[src/rtl/piso_tx_if.sv]
// Word-in handshake and serial-line bundle between a word source and piso_tx.
interface piso_tx_if #(
    parameter int WIDTH = 8
);
    logic [WIDTH-1:0] d;
    logic             load;
    logic             ready;
    logic             so;
    logic             busy;

    modport master (output d, load, input ready, so, busy);
    modport slave  (input d, load, output ready, so, busy);
endinterface

[src/rtl/piso_tx.sv]
// Framed PISO transmitter: start bit, WIDTH data bits LSB first, stop bit; each bit held DIV clocks.
// The accepting edge starts the start bit; ready stays low for (WIDTH+2)*DIV clocks; load while busy is dropped.
module piso_tx #(
    parameter int WIDTH = 8,
    parameter int DIV   = 4
) (
    input  logic ck,
    input  logic rn,
    piso_tx_if.slave bus
);
    localparam int DW = (DIV > 1) ? $clog2(DIV) : 1;
    localparam int BW = $clog2(WIDTH + 1);
    localparam logic [DW-1:0] DIV_LAST = DW'(DIV - 1);
    localparam logic [BW-1:0] BIT_LAST = BW'(WIDTH - 1);

    typedef enum logic [1:0] {IDLE, START, DATA, STOP} state_t;

    state_t           state, state_nxt;
    logic [DW-1:0]    div_cnt, div_nxt;
    logic [BW-1:0]    bit_cnt, bit_nxt;
    logic [WIDTH-1:0] shreg, shreg_nxt;
    logic             div_last;

    always_ff @(posedge ck or negedge rn) begin
        if (!rn) begin
            state   <= IDLE;
            div_cnt <= '0;
            bit_cnt <= '0;
            shreg   <= '0;
        end else begin
            state   <= state_nxt;
            div_cnt <= div_nxt;
            bit_cnt <= bit_nxt;
            shreg   <= shreg_nxt;
        end
    end

    always_comb begin
        state_nxt = state;
        div_nxt   = div_cnt;
        bit_nxt   = bit_cnt;
        shreg_nxt = shreg;
        div_last  = (div_cnt == DIV_LAST);
        case (state)
            IDLE: begin
                if (bus.load) begin
                    state_nxt = START;
                    shreg_nxt = bus.d;
                    div_nxt   = '0;
                    bit_nxt   = '0;
                end
            end
            START: begin
                if (div_last) begin
                    state_nxt = DATA;
                    div_nxt   = '0;
                end else begin
                    div_nxt = div_cnt + 1'b1;
                end
            end
            DATA: begin
                if (div_last) begin
                    div_nxt   = '0;
                    shreg_nxt = shreg >> 1;
                    if (bit_cnt == BIT_LAST) begin
                        state_nxt = STOP;
                        bit_nxt   = '0;
                    end else begin
                        bit_nxt = bit_cnt + 1'b1;
                    end
                end else begin
                    div_nxt = div_cnt + 1'b1;
                end
            end
            STOP: begin
                if (div_last) begin
                    state_nxt = IDLE;
                    div_nxt   = '0;
                end else begin
                    div_nxt = div_cnt + 1'b1;
                end
            end
            default: state_nxt = IDLE;
        endcase
    end

    // Outputs decode only flops, so reset forces the idle line level without a clock.
    assign bus.ready = (state == IDLE);
    assign bus.busy  = (state != IDLE);
    assign bus.so    = (state == START) ? 1'b0 :
                       (state == DATA)  ? shreg[0] : 1'b1;
endmodule

[src/flat_wrapper.sv]
// flat-port wrapper written by rule: the top's interface ports become plain ports
module piso_tx_flat 
#(
    parameter int WIDTH = 8,
    parameter int DIV   = 4
)
  (ck, rn, bus_d, bus_load, bus_ready, bus_so, bus_busy);
  piso_tx_if #(.WIDTH(WIDTH)) bus_i ();
  input  logic ck;
  input  logic rn;
  input wire logic [$bits(bus_i.d)-1:0] bus_d;
  input wire logic [$bits(bus_i.load)-1:0] bus_load;
  output wire logic [$bits(bus_i.ready)-1:0] bus_ready;
  output wire logic [$bits(bus_i.so)-1:0] bus_so;
  output wire logic [$bits(bus_i.busy)-1:0] bus_busy;
  assign bus_i.d = bus_d;
  assign bus_i.load = bus_load;
  assign bus_ready = bus_i.ready;
  assign bus_so = bus_i.so;
  assign bus_busy = bus_i.busy;
  piso_tx #(.WIDTH(WIDTH), .DIV(DIV)) u_core (.ck(ck), .rn(rn), .bus(bus_i));
endmodule
[config.mk]
export PLATFORM = sky130hd
export DESIGN_NAME = piso_tx_flat
export DESIGN_NICKNAME = d
export VERILOG_FILES = /design/src/rtl/piso_tx_if.sv /design/src/rtl/piso_tx.sv /design/src/flat_wrapper.sv
export SDC_FILE = /design/constraint.sdc
export NUM_CORES = 1
export LEC_CHECK = 0
export ABC_CLOCK_PERIOD_IN_PS = 3600
export CORE_UTILIZATION = 30
export DETAILED_ROUTE_END_ITERATION = 10
export PLACE_DENSITY = 0.58
export REMOVE_ABC_BUFFERS = 1
export SLEW_MARGIN = 20
export SYNTH_ARGS = -nofsm -noshare
export SYNTH_HDL_FRONTEND = slang
export SYNTH_SLANG_ARGS = --single-unit
[constraint.sdc]
create_clock -name ck -period 3.6 [get_ports ck]
set_clock_uncertainty 0.2 [all_clocks]
set_input_delay 0.54 -clock ck [delete_from_list [all_inputs] [get_ports ck]]
set_output_delay 0.54 -clock ck [all_outputs]
set_load 0.02 [all_outputs]
# Word level (Yosys, flattened, before mapping)
# Cells that the tools add are included.
totals:
  ff_bits: 16
  in_bits: 11
  word_cells: 40
  out_inout_bits: 3
classes:
  eq_ne: 10
  reduce_logical: 6
  add_sub_neg: 2
  mux: 18
op_table:
  columns: ["cell", "count"]
  rows:
  - ["$mux W8", 2]
  - ["$pmux W8 S2", 1]
  - ["$mux W2", 7]
  - ["$mux W4", 3]
  - ["$ne A2 B1 Y1 const B", 4]
  - ["$pmux W2 S4", 1]
  - ["$pmux W4 S2", 1]
  - ["$eq A2 B2 Y1 const B", 3]
  - ["$reduce_and A5 Y1", 1]
  - ["$add A4 B1 Y4 const B", 1]
  - ["$eq A4 B3 Y1 const B", 1]
  - ["$pmux W2 S2", 1]
  - ["$reduce_bool A2 Y1", 2]
  - ["$reduce_and A3 Y1", 1]
  - ["$reduce_or A3 Y1", 1]
  - ["$add A2 B1 Y2 const B", 1]
  - ["$eq A2 B1 Y1 const B", 1]
  - ["$logic_not A2 Y1", 1]
  - ["$mux W1", 2]
  - ["$ne A2 B2 Y1 const B", 1]

# Longest topological paths before layout
# Gate-level depths: netlist of run 1.
depth:
  word_depth: 4
  mapped_depth: 7
  depth_no_buf: 5

# Least setup slack after synthesis of run 1
# Ideal clock, no wire load.
synth_path:
  path_type: "register to output"
  start: "register u_core.state[0]"
  end: "output bus_so"
  slack_ns: 1.514
  t_arrival_ns: 1.346
  path_buffers: 2
  stages_incl_launch_ff: 6
  path_cell_list: "dfrtp_1 -> inv_1 -> ha_1 -> buf_2 -> buf_2 -> a21oi_1"
synth_via:
  elab_chain_len: 3
  word_cells_on_any_way: 4
  classes_between: "eq/ne: 2; mux: 2"
synth_rtl:
  columns: ["element", "line", "rtl"]
  rows:
  - ["start, declared", "piso_tx.sv:18", "state_t state, state_nxt;"]
  - ["start signal, assigned", "piso_tx.sv:31", "state <= state_nxt;"]
  - ["$eq A2 B2 Y1", "piso_tx.sv:91", "(state == DATA) ? shreg[0] : 1'b1;"]
  - ["$mux W1", "piso_tx.sv:91", null]
  - ["$mux W1 *", "piso_tx.sv:90", "assign bus.so = (state == START) ? 1'b0 :"]
  - ["end, declared", "flat_wrapper.sv:14", "output wire logic [$bits(bus_i.so)-1:0] bus_so;"]
# Every way passes the cells marked *; elsewhere a longest branch is shown, timed or not.

# Worst setup path after layout of run 1
layout_path:
  start: "register u_core.state[1]"
  end: "output bus_busy"
layout_via:
  elab_chain_len: 1
layout_rtl:
  columns: ["element", "line", "rtl"]
  rows:
  - ["$reduce_bool A2 Y1", "piso_tx.sv:89", "assign bus.busy = (state != IDLE);"]
  - ["end, declared", "flat_wrapper.sv:15", "output wire logic [$bits(bus_i.busy)-1:0] bus_busy;"]
# No other way between the ends.

==> summary.md, run 1 <==
| Metric | Value |
|---|---|
| Status | `complete, no violations` |
| Crit. End Element | `output pin` |
| I/O pin count | `14` |
| Register area share after synthesis | `between 40 and 50%` |
| Post-Place Cell Area | `0.00109 sq mm` |
| Die ar. | `roughly 0.0033 sq mm` |
| First-pass GRT wire length | `3240 um` |
| Flop pwr share | `48.9%` |
| Ratio of final minimum period to clock period | `70.0%` |
| Clock transition at path regs | `100 ps` |
| Commonest non-fill, non-tap cells in the layout | `dfrtp_1, clkdlybuf4s50_1, o21ai_0, o21ai_1, mux2i_1` |
| Final instance area | `between 0.001 and 0.0015 sq mm` |
| Synth Cell Area | `930 sq um` |
| Unrepaired setup endpoints after global routing | `no` |
| H-tree depth | `1` |
| Crit path time final | `2520 ps` |
| Hold-fix buffers, CTS | `0` |
| Post-CTS Setup Bufs | `0` |
| # DRC | `0` |
| Peak supply drop | `0.247 mV` |
| Asr flop ratio synth | `100%` |
| CTS tree | `done` |
| # diodes | `0` |
| Initial Utilization | `about a third` |
| Total track usage | `13.0%` |
| Layout Cells excl Fill | `132` |
| Clk buf depth | `2` |
| Gr ovfl total | `0` |
| Buffers on Ports | `13` |
| Cell family with most CP delay | `buffers and inverters` |
| Starting DRT DRC Count | `11` |
| Leak | `~0.0005 uW` |
| Largest net degree at the start of global routing | `17` |
| Clock Latency Late Sink | `about 290 ps` |
| Syn. warnings | `0` |
| Avg WL per Cell | `13.7 um` |
| Via count | `724` |
| Synth Flop Type | `dfrtp_1` |
| Clk sink count | `16` |
| FMAX | `397 MHz` |
| Pint | `294 uW` |
| CP most frequent cell | `inv_1` |
| Vias per cell | `5.48` |
| Final setup vio count | `0` |
| Slowest cell on crit path | `clkdlybuf4s50_1` |
| CP max stage delay | `610 ps` |
| HP Class | `reg2reg` |
| Setup TNS | `0 ps` |
| CP bufs+invs | `3` |
| Setup CP Type | `reg2out` |
| Critical-path cell list | `inv_1 -> ha_1 -> inv_1 -> clkdlybuf4s50_1` |
| Crit path required time | `approximately 2900 ps` |
| Nets | `120` |
| Crit start category | `flip-flop` |
| Core Area | `0.00285 sq mm` |
| FF+latch count, synth | `16` |
| Combinational share of power | `21.1%` |
| Drt total wl | `1810 um` |
| Detail Route Antenna Nets | `0` |
| Resized cells post-CTS | `0` |
| Max_cap viols | `0` |
| Final Slew Violations | `0` |
| Initial antenna violation count | `0` |
| Endpoints failing hold | `0` |
| Net switching power | `about 110 uW` |
| Cell variety after synth | `27` |
| CTS root buf | `clkbuf_4` |
| Global placement routability congestion | `0.717` |
| Post-Synthesis Cells | `87` |
| Clk network pwr share | `30.0%` |
| Sw frac | `a little over a quarter` |
| Relative slew slack | `49.8%` |
| Crit path max fanout | `6` |
| Die X | `between 50 and 60 um` |
| Rows | `19` |
| Layout Utilization | `39.6%` |
| Avg Synthesized Cell Area | `10.7 sq um` |
| HPWL Detailed | `about 1300 um` |
| Num CTS Buffers | `3` |
| Critical Path AT | `1780 ps` |
| Number of synthesized flops with an enable pin | `0` |
| Drt pass-1 iters | `4` |
| Inst Count DP | `128` |
| Number of global-route vias before repair | `715` |
| Die height | `57.7 um` |
| Fraction of layout cells with a size suffix above 1 | `11.9%` |
| Area grow syn2layout | `21.4%` |
| Worst Max-Slew Pin Slew | `around 750 ps` |
| Most common cell after layout, fill and taps aside | `dfrtp_1` |
| Pwr dens | `356 mW/mm^2` |
==> power groups by stage <==
stage               Sequential (uW)  Combinational [uW]  Clock (uW)
global route                    197                94.8         136
global placement                200                84.4           0
detailed placement              200                85.7           0
floorplan                       198                51.1           0
CTS                             196                86.0         127
finish                          196                84.7         121
==> registers in the layout (all words and copies together) (netlist names) <==
| name | flops |
|---|---|
| u_core.shreg | 8 |
| u_core.bit_cnt | 4 |
| u_core.div_cnt | 2 |
| u_core.state | 2 |
==> metrics by stage <==
step / worst slack, ps / hold slack, ps / total power (uW)
floorplan: 1260 / 44.4 / 249
CTS: 1060 / 310 / 409
detailed placement: 1350 / 286 / 285
global route: 987 / 331 / 428
finish: 1080 / 308 / 401
global placement: 1390 / 285 / 284
==> cells in the mapped netlist (2+ instances only) <==
| cell type | instances | area (sq um) |
|---|---|---|
| a21oi_1 | 2 | 10.0 |
| buf_2 | 5 | 25.0 |
| dfrtp_1 | 16 | 400 |
| ha_1 | 7 | 87.6 |
| inv_1 | 5 | 18.8 |
| mux2i_1 | 8 | 80.1 |
| nand2_1 | 2 | 7.51 |
| nand3_1 | 2 | 10.0 |
| nand3b_1 | 2 | 15.0 |
| o21ai_0 | 11 | 55.1 |
| o21ai_1 | 11 | 55.1 |
==> worst paths after layout <==
kind	slack, ps	depth (start not counted)	start	end
max	1080	4	u_core.state[1]	bus_busy
min	310	1	u_core.div_cnt[0]	u_core.div_cnt[0]
max reg2reg	1450	5	u_core.state[1]	u_core.bit_cnt[3]
min reg2reg	310	1	u_core.div_cnt[0]	u_core.div_cnt[0]
max in group asynchronous	2240	1	rn	u_core.shreg[0]
min in group asynchronous	480	1	rn	u_core.bit_cnt[1]
==> metal layers <==
layer,up-vias,share of wire (%),global-route usage [%]
met2,17,45,20.3
met5,-,0,0
met4,0,0.72,3.06
met3,2,5.4,4.69
met1,364,49,17.4
li1,341,-,-
==> cell families (layout without fill, tap and decap cells) <==
kind of cell / Yosys count / count (layout) / share of synthesized area, %
AOI/OAI and AO/OA: 30 / 30 / 20.7
DFF: 16 / 16 / 43.1
and+or+nand+nor: 14 / 14 / 11.4
buffers and inverters: 11 / 25 / 5.11
muxes: 9 / 9 / 10.2
adders and majority gates: 7 / 7 / 9.42
==> cell type report <==
cell class,instances,area (sq um)
Tap cell,31,38.8
Sequential cell,16,400
Multi-Input combinational cell,60,482
Timing Repair Buffer,16,153
Inverter,5,18.8
Fill cell,288,1720
Clock buffer,4,36.3
No activity file was read; power rests on OpenSTA's default activity.
==> run 2: changes to the inputs <==
- ABC_CLOCK_PERIOD_IN_PS: 3600 -> 2190
- PLACE_DENSITY: 0.58 -> 0.6
- clock period: 3.6 -> 2.19 ns (I/O delays scaled with it)
==> summary.md, run 2 (synthesis results as in run 1) <==
| Metric | Value |
|---|---|
| Avg WL per Cell | `about 13 um` |
| Flop pwr share | `48.9%` |
| Hold-fix buffers, CTS | `0` |
| Crit. End Element | `output pin` |
| Sequential cell area | `around 400 sq um` |
| Slowest cell on crit path | `dfrtp_1` |
| FF-to-FF setup slack | `roughly 140 ps` |
| Die ar. | `about 0.0033 sq mm` |
| # diodes | `0` |
| HPWL Detailed | `roughly 1400 um` |
| Area of the multi-input gates | `482 sq um` |
| Via count | `704` |
| Critical-path cell list | `inv_1 -> ha_1 -> inv_1 -> dlygate4sd2_1` |
| CTS tree | `done` |
| Layout filler cell count | `287` |
| H-tree depth | `1` |
| Clk network pwr share | `29.5%` |
| CP max stage delay | `440 ps` |
| Leak | `0.000526 uW` |
| Setup CP Type | `reg2out` |
| Max_cap viols | `0` |
| Die X | `~58 um` |
| Crit start category | `flip-flop` |
| CTS root buf | `clkbuf_4` |
| Net switching power | `175 uW` |
| Endpoints failing hold | `0` |
| Area grow syn2layout | `23.4%` |
| Buffers on Ports | `13` |
| CP most frequent cell | `inv_1` |
| Initial antenna violation count | `0` |
| Clock Latency Late Sink | `a little under 300 ps` |
| Core Area | `0.00285 sq mm` |
| HP Class | `in2async` |
| Die height | `57.7 um` |
| Total track usage | `12.8%` |
| Starting DRT DRC Count | `34` |
| Relative slew slack | `85.6%` |
| FMAX | `486 MHz` |
| Max FFs per register | `8` |
| Crit path max fanout | `6` |
| # DRC | `0` |
| Worst Max-Slew Pin Slew | `213 ps` |
| I/O pin count | `14` |
| Layout Utilization | `around two fifths` |
| Vias per cell | `between 5 and 6` |
| Critical Path AT | `1530 ps` |
| Unrepaired setup endpoints after global routing | `no` |
| Pint | `484 uW` |
| Fraction of layout cells with a size suffix above 1 | `14.4%` |
| Top reg by flops | `u_core.shreg` |
| Drt total wl | `1820 um` |
| Rows | `19` |
| First-pass GRT wire length | `3280 um` |
| Final Slew Violations | `0` |
| Clock transition at path regs | `around 90 ps` |
| Final setup vio count | `0` |
| Initial Utilization | `32.6%` |
| Global placement routability congestion | `0.811` |
| Ratio of final minimum period to clock period | `between 90% and 100%` |
| Nets | `~120` |
| Power, Total | `around 660 uW` |
| Crit path time final | `2060 ps` |
| Number of global-route vias before repair | `733` |
| Most common cell after layout, fill and taps aside | `dfrtp_1` |
| Detail Route Antenna Nets | `0` |
| Status | `complete, no violations` |
| Biggest regs | `u_core.shreg (8), u_core.bit_cnt (4)` |
| Combinational share of power | `21.6%` |
| Gr ovfl total | `0` |
| Largest net degree at the start of global routing | `17` |
| Crit path required time | `1660 ps` |
| Pwr dens | `574 mW/mm^2` |
| Clk sink count | `16` |
| Num CTS Buffers | `3` |
| Commonest non-fill, non-tap cells in the layout | `dfrtp_1, o21ai_0, o21ai_1` |
| Clk buf depth | `2` |
| Sw frac | `26.5%` |
| Drt pass-1 iters | `4` |
| Peak supply drop | `0.299 mV` |
## run 2: path summary, 6_finish.rpt
check / startpoint / end / depth (start not counted)
worst max register to register: u_core.state[1] / u_core.shreg[5] / 7
min in group ck: u_core.div_cnt[0] / u_core.div_cnt[0] / 1
worst max-delay path: u_core.state[1] / bus_busy / 4
max in group asynchronous: rn / u_core.bit_cnt[1] / 2
worst min-delay path: rn / u_core.bit_cnt[3] / 2
worst min register to register: u_core.div_cnt[0] / u_core.div_cnt[0] / 1
## run 2: through the flow
stage	setup TNS, ps	setup WS, ps	hold slack (ps)	cells	cell area [sq um]
CTS	0	114	157	135	1150
detailed placement	0	150	282	131	1110
global route	0	7.89	162	135	1150
global placement	0	213	277	131	1110
finish	0	133	154	135	1150
floorplan	-1210	-147	-167	81	901
## run 2: critical path, delay by kind of cell (launching register included)
| family | cells | cell delay, ps |
|---|---|---|
| buf+inv | 3 | 510 |
| flops | 1 | 440 |
| fa+ha+maj | 1 | 280 |
## run 2: cell type report
| type | count | share of cell area (%) |
|---|---|---|
| Sequential cell | 16 | 34.9 |
| Tap cell | 31 | 3.38 |
| Multi-Input combinational cell | 60 | 42.0 |
| Inverter | 5 | 1.64 |
| Clock buffer | 4 | 3.16 |
| Timing Repair Buffer | 19 | 14.9 |
## run 2: routing by layer
layer / vias to the layer above / track usage, % / wire (um)
met4: 0 / 2.04 / 10
li1: 348 / - / -
met1: 339 / 16.8 / 894
met5: - / 0 / 0
met3: 2 / 4.91 / 96
met2: 15 / 20.8 / 818
## run 2: repair_timing
action	4_1_cts	5_1_grt
setup endpoints to repair	3	0
endpoints found under the hold margin	0	0
resized for setup	3	0
setup buffers	0	0
## run 2: power groups by stage
stage	logic, uW	registers [uW]	clock network [uW]
floorplan	84.0	325	0
global placement	144	327	0
detailed placement	149	328	0
CTS	145	322	203
global route	159	325	219
finish	142	322	194
==> run 3: changes to the inputs <==
- ABC_CLOCK_PERIOD_IN_PS: 2190 -> 2500
- CTS_CLUSTER_SIZE: unset -> 24
- PLACE_DENSITY: 0.6 -> 0.58
- SLEW_MARGIN: 20 -> 10
- clock period: 2.19 -> 2.5 ns (I/O delays scaled with it)
==> summary.md, run 3 (synthesis results as in run 1) <==
| Metric | Value |
|---|---|
| Clk buf depth | `2` |
| Sequential cell area | `400 sq um` |
| Met2 Use GR | `a little over a fifth` |
| Area grow syn2layout | `22.2%` |
| Commonest non-fill, non-tap cells in the layout | `dfrtp_1, clkdlybuf4s50_1, o21ai_0, o21ai_1, mux2i_1` |
| Total track usage | `13.1%` |
| Max FFs per register | `8` |
| Num CTS Buffers | `3` |
| Post-CTS Setup Bufs | `0` |
| Pint | `425 uW` |
| Rows | `19` |
| Die height | `57.7 um` |
| Status | `complete, no violations` |
| Flop pwr share | `roughly half` |
| Initial antenna violation count | `0` |
| GR peak layer | `met2` |
| Largest net degree at the start of global routing | `17` |
| Layout filler cell count | `approximately 280` |
| Clock Latency Late Sink | `290 ps` |
| Peak supply drop | `0.306 mV` |
| Resized cells post-CTS | `0` |
| Avg WL per Cell | `14.3 um` |
| Setup TNS | `0 ps` |
| Drt total wl | `1900 um` |
| Layout Cells excl Fill | `133` |
| Number of global-route vias before repair | `757` |
| Crit. End Element | `output pin` |
| Cell family with most CP delay | `buffers and inverters` |
| Hold-fix buffers, CTS | `0` |
| CP max stage delay | `600 ps` |
| Vias per cell | `5.21` |
| Relative slew slack | `50.6%` |
| Buffers on Ports | `13` |
| Post-Place Cell Area | `0.00110 sq mm` |
| Grt met3 use | `5.13%` |
| Die X | `around 58 um` |
| Setup CP Type | `reg2out` |
| M1 GR Usage | `16.4%` |
| H-tree depth | `1` |
| CP bufs+invs | `3` |
| Final Slew Violations | `0` |
| Final instance area | `0.00114 sq mm` |
| Nets | `between 100 and 150` |
| Biggest regs | `u_core.shreg (8), u_core.bit_cnt (4)` |
| Sw frac | `27.2%` |
| Endpoints failing hold | `0` |
| # DRC | `0` |
| Clk sink count | `16` |
| CP most frequent cell | `inv_1` |
| Die ar. | `0.00333 sq mm` |
| Area of the multi-input gates | `482 sq um` |
| FMAX | `431 MHz` |
| Drt pass-1 iters | `4` |
| Combinational share of power | `21.2%` |
| Most common cell after layout, fill and taps aside | `dfrtp_1` |
| CTS tree | `done` |
| # diodes | `0` |
| Critical-path cell list | `inv_1 -> ha_1 -> inv_1 -> clkdlybuf4s50_1` |
| I/O pin count | `14` |
| Fraction of layout cells with a size suffix above 1 | `12.7%` |
| Inst Count DP | `129` |
| Via count | `693` |
| Crit path time final | `around 2300 ps` |
| Crit path max fanout | `6` |
| Detail Route Antenna Nets | `0` |
| HPWL Detailed | `about 1400 um` |
| Starting DRT DRC Count | `24` |
| Clock transition at path regs | `100 ps` |
| HP Class | `reg2reg` |
| Initial Utilization | `32.6%` |
| CTS root buf | `clkbuf_4` |
| Slowest cell on crit path | `clkdlybuf4s50_1` |
| Core Area | `around 0.0029 sq mm` |
| Leak | `0.000513 uW` |
| First-pass GRT wire length | `3360 um` |
| Crit path required time | `about 1900 ps` |
| Ratio of final minimum period to clock period | `92.7%` |
| Critical Path AT | `1740 ps` |
| Top reg by flops | `u_core.shreg` |
| Final setup vio count | `0` |
| Pwr dens | `between 500 and 600 mW/mm^2` |
| Max_cap viols | `0` |
| Global placement routability congestion | `~0.76` |
| Crit start category | `flip-flop` |
| Clk network pwr share | `30.5%` |
| Unrepaired setup endpoints after global routing | `no` |
| Worst Max-Slew Pin Slew | `739 ps` |
| Net switching power | `158 uW` |
| Gr ovfl total | `0` |
[run 3: through the flow]
| step | utilization, % | setup slack, ps | total power, uW | hold WS, ps |
|---|---|---|---|---|
| after CTS | 39.8 | 156 | 592 | 302 |
| final | 39.8 | 181 | 583 | 298 |
| after global placement | 38.6 | 498 | 410 | 286 |
| after floorplan | - | 163 | 359 | -121 |
| after detailed placement | 38.6 | 395 | 412 | 287 |
| after global routing | 39.8 | 68.6 | 613 | 334 |
[run 3: area by class of cell]
cell class	count	area share, %
timing repair buffer	17	14.1
inverter	5	1.65
multi-input combinational	60	42.4
clock buffer	4	3.19
sequential	16	35.2
tap	31	3.41
[run 3: worst paths after layout]
| kind | start | to | slack [ps] | depth (start not counted) |
|---|---|---|---|---|
| min reg2reg | u_core.div_cnt[0] | u_core.div_cnt[0] | 300 | 1 |
| max | u_core.state[0] | bus_busy | 180 | 4 |
| max reg2reg | u_core.state[0] | u_core.bit_cnt[3] | 390 | 5 |
| min | u_core.div_cnt[0] | u_core.div_cnt[0] | 300 | 1 |
| min in group asynchronous | rn | u_core.bit_cnt[0] | 310 | 1 |
| max in group asynchronous | rn | u_core.shreg[7] | 1330 | 1 |
[run 3: power groups by stage]
stage | clock network [uW] | logic [uW] | registers (uW)
after floorplan | 0 | 73.6 | 285
after global placement | 0 | 123 | 287
after detailed placement | 0 | 125 | 287
after CTS | 184 | 126 | 282
after global routing | 192 | 136 | 284
final | 178 | 123 | 282
[run 3: worst reg2reg max path, delay by kind of cell, from the launching register on]
kind            cells  cell delay, ps
compound gates      1             170
fa+ha+maj           1             260
buf+inv             1             120
flops               1             420
simple gates        2             810
[run 3: routing by layer]
layer | up-vias | wire length [um]
li1 | 342 | -
met1 | 338 | 909
met2 | 11 | 876
met3 | 2 | 91
met4 | 0 | 19
met5 | - | 0
